===== config.mk =====
export PLATFORM = sky130hd
export DESIGN_NAME = regbank_flat
export DESIGN_NICKNAME = d
export VERILOG_FILES = /design/src/rtl/regbank_if.sv /design/src/rtl/regbank.sv /design/src/flat_wrapper.sv
export SDC_FILE = /design/constraint.sdc
export NUM_CORES = 1
export LEC_CHECK = 0
export ABC_AREA = 0
export CAP_MARGIN = 20
export CORE_MARGIN = 2
export CORE_UTILIZATION = 45
export CTS_BUF_LIST = sky130_fd_sc_hd__clkbuf_4
export DETAILED_ROUTE_END_ITERATION = 8
export HOLD_SLACK_MARGIN = 0.05
export PLACE_DENSITY = 0.71
export SYNTH_ARGS = -nofsm -noshare
export SYNTH_HDL_FRONTEND = slang
export SYNTH_SLANG_ARGS = --single-unit
export TNS_END_PERCENT = 10

===== constraint.sdc =====
create_clock -name clk_i -period 1.39 [get_ports clk_i]
set_input_delay 0.139 -clock clk_i [delete_from_list [all_inputs] [get_ports clk_i]]
set_output_delay 0.139 -clock clk_i [all_outputs]
set_load 0.05 [all_outputs]

===== src/rtl/regbank_if.sv =====
// Host byte bus between the interface decoder and the register bank.
interface regbank_if #(
  parameter int ADDR_W = 6
);
  logic              reg_rd_en_i;
  logic [ADDR_W-1:0] reg_rd_addr_i;
  logic [7:0]        reg_rd_data_o;
  logic              reg_wr_en_i;
  logic [ADDR_W-1:0] reg_wr_addr_i;
  logic [7:0]        reg_wr_data_i;

  modport master (
    output reg_rd_en_i, reg_rd_addr_i, reg_wr_en_i, reg_wr_addr_i, reg_wr_data_i,
    input  reg_rd_data_o
  );

  modport slave (
    input  reg_rd_en_i, reg_rd_addr_i, reg_wr_en_i, reg_wr_addr_i, reg_wr_data_i,
    output reg_rd_data_o
  );
endinterface


===== src/rtl/regbank.sv =====
// Byte-addressed register bank for the frequency-meter control path.
// Gate time is staged byte by byte and committed atomically by the top byte;
// channel results are captured atomically and read through a shared snapshot
// that is loaded by each channel's byte-0 read.
module regbank #(
  parameter int          CHANNELS          = 3,
  parameter int          ADDR_W            = 6,
  parameter logic [31:0] DEFAULT_GATE_TIME = 32'd1000000,
  parameter logic [3:0]  REV_MAJOR         = 4'd1,
  parameter logic [3:0]  REV_MINOR         = 4'd0
) (
  input  logic                    clk_i,
  input  logic                    rst_n_i,
  regbank_if.slave                bus_if,
  input  logic                    res_valid_i,
  input  logic [32*CHANNELS-1:0]  res_data_i,
  output logic [31:0]             reg_gate_time_o,
  output logic                    reg_gate_upd_o,
  output logic                    reg_res_ready_o
);

  localparam logic [7:0]        ID_VALUE = 8'hD5;
  localparam logic [ADDR_W-1:0] A_ID     = ADDR_W'(0);
  localparam logic [ADDR_W-1:0] A_REV    = ADDR_W'(1);
  localparam logic [ADDR_W-1:0] A_STATUS = ADDR_W'(2);
  localparam logic [ADDR_W-1:0] A_CTRL   = ADDR_W'(3);
  localparam logic [ADDR_W-1:0] A_GATE0  = ADDR_W'(4);
  localparam logic [ADDR_W-1:0] A_GATE1  = ADDR_W'(5);
  localparam logic [ADDR_W-1:0] A_GATE2  = ADDR_W'(6);
  localparam logic [ADDR_W-1:0] A_GATE3  = ADDR_W'(7);

  logic [31:0]                gate_q, gate_d;
  logic [31:0]                stage_q, stage_d;
  logic                       gate_upd_q, gate_upd_d;
  logic                       res_ready_q, res_ready_d;
  logic [CHANNELS-1:0][31:0]  res_q;
  logic [31:0]                snap_q, snap_d;
  logic [7:0]                 rd_data_q, rd_data_d;
  logic                       ctrl_clr;
  logic [7:0]                 rd_byte;
  logic                       snap_ld;
  logic [31:0]                snap_src;

  function automatic logic [7:0] pick_byte(input logic [31:0] w, input logic [1:0] sel);
    logic [7:0] b;
    case (sel)
      2'd0:    b = w[7:0];
      2'd1:    b = w[15:8];
      2'd2:    b = w[23:16];
      default: b = w[31:24];
    endcase
    return b;
  endfunction

  // Write decode: staging bytes, commit on the top byte, control clear
  always_comb begin
    stage_d    = stage_q;
    gate_d     = gate_q;
    gate_upd_d = 1'b0;
    ctrl_clr   = 1'b0;
    if (bus_if.reg_wr_en_i) begin
      case (bus_if.reg_wr_addr_i)
        A_CTRL:  ctrl_clr = bus_if.reg_wr_data_i[0];
        A_GATE0: stage_d[7:0]   = bus_if.reg_wr_data_i;
        A_GATE1: stage_d[15:8]  = bus_if.reg_wr_data_i;
        A_GATE2: stage_d[23:16] = bus_if.reg_wr_data_i;
        A_GATE3: begin
          stage_d[31:24] = bus_if.reg_wr_data_i;
          gate_d         = {bus_if.reg_wr_data_i, stage_q[23:0]};
          gate_upd_d     = 1'b1;
        end
        default: ;
      endcase
    end
    // A new result set wins over a simultaneous clear
    res_ready_d = res_valid_i ? 1'b1 : (ctrl_clr ? 1'b0 : res_ready_q);
  end

  // Read decode: fixed registers, committed gate bytes, snapshot-based results
  always_comb begin
    rd_byte  = 8'h00;
    snap_ld  = 1'b0;
    snap_src = snap_q;
    case (bus_if.reg_rd_addr_i)
      A_ID:     rd_byte = ID_VALUE;
      A_REV:    rd_byte = {REV_MAJOR, REV_MINOR};
      A_STATUS: rd_byte = {7'b0, res_ready_q};
      A_CTRL:   rd_byte = 8'h00;
      A_GATE0, A_GATE1, A_GATE2, A_GATE3:
                rd_byte = pick_byte(gate_q, bus_if.reg_rd_addr_i[1:0]);
      default: begin
        for (int c = 0; c < CHANNELS; c++) begin
          if (bus_if.reg_rd_addr_i[ADDR_W-1:2] == (ADDR_W-2)'(c + 2)) begin
            if (bus_if.reg_rd_addr_i[1:0] == 2'd0) begin
              rd_byte  = res_q[c][7:0];
              snap_ld  = 1'b1;
              snap_src = res_q[c];
            end else begin
              rd_byte = pick_byte(snap_q, bus_if.reg_rd_addr_i[1:0]);
            end
          end
        end
      end
    endcase
    rd_data_d = bus_if.reg_rd_en_i ? rd_byte : rd_data_q;
    snap_d    = (bus_if.reg_rd_en_i && snap_ld) ? snap_src : snap_q;
  end

  // Gate time staging, committed value and the one-cycle update pulse
  always_ff @(posedge clk_i or negedge rst_n_i) begin
    if (!rst_n_i) begin
      gate_q     <= DEFAULT_GATE_TIME;
      stage_q    <= DEFAULT_GATE_TIME;
      gate_upd_q <= 1'b0;
    end else begin
      gate_q     <= gate_d;
      stage_q    <= stage_d;
      gate_upd_q <= gate_upd_d;
    end
  end

  // Atomic result capture and the sticky ready flag
  always_ff @(posedge clk_i or negedge rst_n_i) begin
    if (!rst_n_i) begin
      res_q       <= '0;
      res_ready_q <= 1'b0;
    end else begin
      if (res_valid_i) res_q <= res_data_i;
      res_ready_q <= res_ready_d;
    end
  end

  // Registered read data and shared snapshot (pre-capture values on collision)
  always_ff @(posedge clk_i or negedge rst_n_i) begin
    if (!rst_n_i) begin
      rd_data_q <= 8'h00;
      snap_q    <= 32'h0;
    end else begin
      rd_data_q <= rd_data_d;
      snap_q    <= snap_d;
    end
  end

  assign bus_if.reg_rd_data_o = rd_data_q;
  assign reg_gate_time_o      = gate_q;
  assign reg_gate_upd_o       = gate_upd_q;
  assign reg_res_ready_o      = res_ready_q;

endmodule

===== src/flat_wrapper.sv =====
// flat-port wrapper written by rule: the top's interface ports become plain ports
module regbank_flat 
#(
  parameter int          CHANNELS          = 3,
  parameter int          ADDR_W            = 6,
  parameter logic [31:0] DEFAULT_GATE_TIME = 32'd1000000,
  parameter logic [3:0]  REV_MAJOR         = 4'd1,
  parameter logic [3:0]  REV_MINOR         = 4'd0
)
  (clk_i, rst_n_i, res_valid_i, res_data_i, reg_gate_time_o, reg_gate_upd_o, reg_res_ready_o, bus_if_reg_rd_en_i, bus_if_reg_rd_addr_i, bus_if_reg_wr_en_i, bus_if_reg_wr_addr_i, bus_if_reg_wr_data_i, bus_if_reg_rd_data_o);
  regbank_if #(.ADDR_W(ADDR_W)) bus_if_i ();
  input  logic clk_i;
  input  logic rst_n_i;
  input  logic res_valid_i;
  input  logic [32*CHANNELS-1:0] res_data_i;
  output logic [31:0] reg_gate_time_o;
  output logic reg_gate_upd_o;
  output logic reg_res_ready_o;
  input wire logic [$bits(bus_if_i.reg_rd_en_i)-1:0] bus_if_reg_rd_en_i;
  input wire logic [$bits(bus_if_i.reg_rd_addr_i)-1:0] bus_if_reg_rd_addr_i;
  input wire logic [$bits(bus_if_i.reg_wr_en_i)-1:0] bus_if_reg_wr_en_i;
  input wire logic [$bits(bus_if_i.reg_wr_addr_i)-1:0] bus_if_reg_wr_addr_i;
  input wire logic [$bits(bus_if_i.reg_wr_data_i)-1:0] bus_if_reg_wr_data_i;
  output wire logic [$bits(bus_if_i.reg_rd_data_o)-1:0] bus_if_reg_rd_data_o;
  assign bus_if_i.reg_rd_en_i = bus_if_reg_rd_en_i;
  assign bus_if_i.reg_rd_addr_i = bus_if_reg_rd_addr_i;
  assign bus_if_i.reg_wr_en_i = bus_if_reg_wr_en_i;
  assign bus_if_i.reg_wr_addr_i = bus_if_reg_wr_addr_i;
  assign bus_if_i.reg_wr_data_i = bus_if_reg_wr_data_i;
  assign bus_if_reg_rd_data_o = bus_if_i.reg_rd_data_o;
  regbank #(.CHANNELS(CHANNELS), .ADDR_W(ADDR_W), .DEFAULT_GATE_TIME(DEFAULT_GATE_TIME), .REV_MAJOR(REV_MAJOR), .REV_MINOR(REV_MINOR)) u_core (.clk_i(clk_i), .rst_n_i(rst_n_i), .bus_if(bus_if_i), .res_valid_i(res_valid_i), .res_data_i(res_data_i), .reg_gate_time_o(reg_gate_time_o), .reg_gate_upd_o(reg_gate_upd_o), .reg_res_ready_o(reg_res_ready_o));
endmodule

==> reports/results.tsv, run 1 <==
metric	value	unit
cap_violations	0	
violations	negative setup slack	
routabilityCongestion	0.916	
end_kind	output pin	
synthTopCellsByCount	172 x dfrtp_1, 143 x mux2_2, 34 x nor2_1	
finalSetupViolCount	13	
status	finished, violations left	
grt_antenna_before_repair	1	
clockRootBuffer	clkbuf_4	
synth_nets	720	
wl_per_cell	19.5	um
cts_sinks	186	
cts_buffer_depth	2	
overflow	0	
grt_max_degree	44	
clock_skew	0.0140	ns
syn_inst	594	
clkLatencyLatePin	0.57	ns
hp-class	in -> async	
hold_violations	0	
tns	-0.456	ns
synth_xor_area_share	0	%
synthesis.area	0.00820	mm^2
yosysMostFrequentCell	dfrtp_1	
critical-path-top-delay-family	flip-flops	
n_antenna_cell	0	
crit_arrival	1.33	ns
yosysTopAreaCellShare	52.5	%
cts_tree	built	
ir_drop	0.673	mV
die_w	139	um
antenna_left	0	
synth_compound_area_share	8.77	%
core	0.0179	mm^2
syn_avg_cell_area	13.8	um^2
nNetsFinal	929	
path_max_fanout	3	
holdWs	0.0614	ns
yosysTopAreaCell	dfrtp_1	
fmax	0.683	GHz
htree_levels	4	
track_usage	21.7	%
routed_wl	20.4	mm
drc	0	
synthArstFlopShare	100	%
tightestPinTransition	0.601	ns
yosys_warnings	0	
slowest_stage	dfstp_2	
area_growth	39.8	%
crit_required	1.25	ns
drv_slew	0	
hpwl	15.4	mm
cp-start-kind	flip-flop	
via_per_inst	5.46	
p_per_area	1050	mW/mm^2
drive_gt1_share	40.7	%
period_needed	1.46	ns
leakagePower	5.00	nW
clk_pin_slew_worst_paths	0.15	ns
setup_slack	-0.0747	ns
start_util	45.8	%
synthAdderAreaFrac	0.763	%
synth_edf_count	0	
portBuffers	162	
synth_top_family_by_area	multiplexers	
cp_cell_sequence	buf_12	
rsz0062_at_grt	yes	
ys_top_cells_by_area	dfrtp_1 52%, mux2_2 20%, dfstp_2 4.5%	
synth-seq-cells	186	
synth_mux_area_share	25.3	%
ys_dominant_reg_cell	dfrtp_1	
placementRows	49	
finalCritPeriodShare	105	%
initialDrtViolationCount	310	
path_buf_inv	1	
max_stage_delay	0.61	ns
vias	5708	
firstDrtPassIters	5	
synth-simple-area-share	5.39	%
first_global_vias	6262	
synth_seq_area_share	57.0	%
worstSetupPathType	reg -> out	
synth.distinct_cells	52	
die-area	0.0193	mm^2
cts_buffers	17	
boundaryPins	163	
die_y	139	um
slew_headroom	59.9	%
grt_pass1_wl	33.2	mm
-- per-layer routing --
metal  GRT usage [%]  wire length (um)
met4            5.85               329
met5               0                 0
met3            5.01              1050
met1            27.8              8650
met2            37.4             10400
-- through the flow --
step	setup slack, ns	area (um^2)	power (mW)	util, %	cells
floorplan	-0.0814	8280	7.64	-	594
global placement	-0.692	11000	8.91	61.4	1008
detailed placement	-0.772	11000	9.01	61.4	1008
CTS	-0.122	11400	12.1	63.5	1045
global route	-0.145	11500	12.6	64.0	1045
finish	-0.0747	11500	12.0	64.0	1045
-- area by class of cell --
type	instances	area (um^2)
fill	1317	6440
sequential	186	4680
multi-input combinational	359	3410
timing repair buffer	228	2730
tap	229	287
clock inverter	15	175
clock buffer	17	128
inverter	11	53.8
-- kinds of logic (layout without fill, tap and decap cells) --
| logic type | after synthesis | after routing |
|---|---|---|
| buf+inv | 49 | 271 |
| compound gates | 89 | 89 |
| simple gates | 77 | 77 |
| fa+ha+maj | 5 | 5 |
| mux | 188 | 188 |
| flops | 186 | 186 |
-- what timing repair did --
item / in CTS / in global routing
endpoints found under the setup margin: 38 / 72
pin swaps: 4 / 15
resized for setup: 14 / 25
hold buffers: 2 / 0
hold endpoints to repair: 178 / 0
setup buffers: 3 / 0
-- report_power, final --
part	switching, mW	internal, mW	total (mW)
clock	1.85	1.25	3.10
sequential	0.425	6.04	6.46
combinational	1.07	1.41	2.48
total	3.35	8.69	12.0
-- layout by cell type (no fill, tap or decap), drive strengths merged, types with 2 or more instances in the layout --
cell | synthesis | final
clkinvlp | 0 | 2
buf | 21 | 108
clkinv | 0 | 9
a221o | 23 | 23
nand4b | 2 | 2
nor3b | 2 | 2
dfrtp | 172 | 172
mux2 | 155 | 155
inv | 11 | 12
a22oi | 9 | 9
clkdlybuf4s50 | 0 | 113
a222oi | 6 | 6
o21ai | 7 | 7
nand2 | 13 | 13
nor2 | 36 | 36
nor4b | 2 | 2
a21oi | 17 | 17
nand3 | 5 | 5
nor3 | 6 | 6
dfstp | 14 | 14
bufinv | 0 | 3
o221ai | 7 | 7
dlymetal6s2s | 0 | 3
clkbuf | 17 | 18
o211ai | 3 | 3
nor2b | 4 | 4
ha | 5 | 5
a2111o | 2 | 2
nand4 | 2 | 2
mux2i | 33 | 33
a221oi | 5 | 5
a31oi | 2 | 2
or3 | 2 | 2
-- path summary, 6_finish.rpt --
kind                       slack [ns]                             end  cells past startpoint                  startpoint
hold reg to reg                  0.50               u_core.stage_q[3]                      1           u_core.stage_q[3]
min in group clk_i               0.11                u_core.res_q[49]                      3                 res_valid_i
hold / removal                   0.06      u_core.reg_gate_time_o[29]                      2                     rst_n_i
setup / recovery                -0.07             reg_gate_time_o[17]                      1  u_core.reg_gate_time_o[17]
setup reg to reg                    0  u_core.bus_if.reg_rd_data_o[2]                      5  u_core.reg_gate_time_o[18]
max in group asynchronous        0.34      u_core.reg_gate_time_o[27]                      3                     rst_n_i
-- worst reg2reg max path, stage by stage (launching register included) --
cell	delay, ns
dfstp_2	0.60
buf_6	0.11
a222oi_1	0.06
mux2i_1	0.24
o221ai_2	0.14
a31oi_1	0.17
-- registers in the layout, indices dropped and copies added (netlist names) --
name                         cells
u_core.stage_q                  24
u_core.reg_res_ready_o           1
u_core.bus_if.reg_rd_data_o      8
u_core.res_q                    96
u_core.reg_gate_upd_o            1
u_core.reg_gate_time_o          32
u_core.snap_q                   24
Power figures use the tool's default switching activity.
==> run 2: changes to the inputs <==
--- a/config.mk
+++ b/config.mk
@@ -12,7 +12,7 @@
 export CTS_BUF_LIST = sky130_fd_sc_hd__clkbuf_4
 export DETAILED_ROUTE_END_ITERATION = 8
 export HOLD_SLACK_MARGIN = 0.05
-export PLACE_DENSITY = 0.71
+export PLACE_DENSITY = 0.74
 export SYNTH_ARGS = -nofsm -noshare
 export SYNTH_HDL_FRONTEND = slang
 export SYNTH_SLANG_ARGS = --single-unit
==> constraint.sdc (replaced) <==
create_clock -name clk_i -period 1.2 [get_ports clk_i]
set_input_delay 0.12 -clock clk_i [delete_from_list [all_inputs] [get_ports clk_i]]
set_output_delay 0.12 -clock clk_i [all_outputs]
set_load 0.05 [all_outputs]
==> run 2 against run 1 <==
Net effect:
- the flow still finishes with violations (negative setup slack)
- core utilization up 2.0 points
- count of clock-buffer cells in the layout increased by 3
- clock skew rose by 0.0059 ns
- critical path type unchanged
==> reports/results.tsv, run 2 (synthesis results as in run 1) <==
metric	value	unit	change
status	finished, violations left		
violations	negative setup slack		
cap_violations	0		unchanged
finalSetupViolCount	50		+37
routed_wl	21.5	mm	+5.2%
cts_buffers	17		unchanged
cts_tree	built		
start_util	45.8	%	unchanged
slew_headroom	67.3	%	+7.4 points
cts_buffer_depth	2		unchanged
setup_slack	-0.304	ns	-0.229 ns
die_w	139	um	unchanged
firstDrtPassIters	5		unchanged
reg2reg_from	u_core.reg_gate_time_o[14]		
clkLatencyLatePin	0.56	ns	about the same
wl_per_cell	20.0	um	+2.6%
finalCritPeriodShare	125	%	
tns	-8.37	ns	-7.92 ns
clockRootBuffer	clkbuf_4		
cp-start-kind	flip-flop		
routabilityCongestion	0.930		+1.5%
drive_gt1_share	43.2	%	+2.5 points
portBuffers	162		unchanged
drc	0		unchanged
layout_common_cells	164 x dfrtp_1, 142 x mux2_2, 109 x clkdlybuf4s50_1		
hp-class	in -> reg		
largest_reg_flops	96		unchanged
initialDrtViolationCount	334		+7.7%
instances_no_fill	1072		+2.6%
track_usage	22.4	%	+0.67 points
power	14.3	mW	+19%
critical-path-top-delay-family	flip-flops		
cp_cell_sequence	buf_6, buf_12		
ir_drop	1.00	mV	+49%
boundaryPins	163		unchanged
overflow	0		unchanged
end_kind	output pin		
final_common_cell	dfrtp_1		
placementRows	49		unchanged
cts_sinks	186		unchanged
path_buf_inv	2		+1
clock_skew	0.0199	ns	+0.00588 ns
period_needed	1.50	ns	
utilization	66.0	%	+2.0 points
hpwl	16.1	mm	+4.6%
holdWs	0.154	ns	+0.0924 ns
regMostFlops	u_core.res_q		
antenna_left	0		unchanged
grt_max_degree	46		+4.5%
p_per_area	1210	mW/mm^2	+15%
hold_violations	0		unchanged
leakagePower	5.17	nW	+3.6%
max_stage_delay	0.59	ns	-0.02 ns
die-area	0.0193	mm^2	unchanged
path_max_fanout	2		-1
via_per_inst	5.56		+1.9%
worstSetupPathType	reg -> out		
crit_required	1.08	ns	-0.17 ns
area_growth	44.2	%	
clk_pin_slew_worst_paths	0.15	ns	about the same
tightestPinTransition	0.486	ns	-0.115 ns
hp-start	bus_if_reg_wr_addr_i[5]		
drv_slew	0		unchanged
die_y	139	um	unchanged
htree_levels	4		unchanged
rsz0062_at_grt	yes		
fmax	0.665	GHz	
place_ws	-0.943	ns	-0.170 ns
first_global_vias	6272		+0.16%
core	0.0179	mm^2	unchanged
grt_antenna_before_repair	1		unchanged
stdcell_area	0.0118	mm^2	+3.2%
grt_pass1_wl	34.2	mm	+3.1%
startpoint	u_core.reg_gate_time_o[9]		
n_antenna_cell	0		unchanged
slowest_stage	dfstp_2		
fill_cells	1266		-3.9%
dpl-instance-area	0.0112	mm^2	+1.8%
nNetsFinal	956		+2.9%
dpl.cell_count	1028		+2.0%
vias	5964		+4.5%
crit_arrival	1.38	ns	+0.05 ns
-- run 2: cell types whose count changed in the layout (fill, tap and decap cells not counted), moves of 2 or more --
| cell | previous run | this run |
|---|---|---|
| buf_6 | 11 | 31 |
| clkinv_4 | 5 | 2 |
| buf_12 | 53 | 56 |
| buf_4 | 43 | 46 |
| clkdlybuf4s50_1 | 113 | 109 |
| clkbuf_4 | 17 | 20 |
| mux2_4 | 0 | 2 |
| clkinv_2 | 2 | 0 |
| a21oi_2 | 0 | 3 |
| a21oi_1 | 17 | 14 |
| dlygate4sd3_1 | 1 | 3 |
| dlygate4sd2_1 | 1 | 5 |
-- run 2: area by class of cell --
type / instances / area [um^2] / share of cell area, %
flip-flops and latches: 186 / 4680 / 39.6
inverters: 11 / 53.8 / 0.455
clock inverters: 12 / 173 / 1.46
multi-input cells: 359 / 3440 / 29.1
clock buffers: 20 / 150 / 1.27
repair buffers: 255 / 3030 / 25.7
well taps: 229 / 287 / 2.42
-- run 2: tightest hold or removal path, delay by kind of cell --
family,cells,cell delay [ns]
AO/OA/AOI/OAI,1,0.12
buffers and inverters,2,0.26
AND/OR/NAND/NOR,2,0.19
-- run 2: final timing paths --
check                                                       to  slack, ns  cells past startpoint
worst max-delay path                        reg_gate_time_o[9]      -0.30                      2
worst min-delay path                    u_core.reg_res_ready_o       0.15                      5
worst max register to register  u_core.bus_if.reg_rd_data_o[6]      -0.24                      5
worst min register to register               u_core.stage_q[4]       0.51                      1
max in group asynchronous                   u_core.stage_q[19]       0.02                      4
min in group asynchronous            u_core.reg_gate_time_o[3]       0.58                      3
-- run 2: power by group --
| group | leakage (nW) | internal (mW) | switching, mW |
|---|---|---|---|
| Clock | 0.166 | 1.72 | 2.07 |
| Sequential | 2.27 | 6.99 | 0.498 |
| Combinational | 2.74 | 1.74 | 1.31 |
-- run 2: layer usage --
metal	up-vias	wire length (um)	GRT usage [%]
li1	2695	-	-
met1	2966	8900	28.8
met2	258	10500	37.7
met3	45	1460	5.52
met4	0	598	6.91
met5	-	0	0
-- run 2: what timing repair did --
item / in CTS / in global routing
cloned: 0 / 0
hold buffers: 3 / 0
setup buffers: 5 / 4
pin swaps: 21 / 5
setup endpoints to repair: 91 / 63
resized for setup: 55 / 13
hold endpoints to repair: 193 / 0
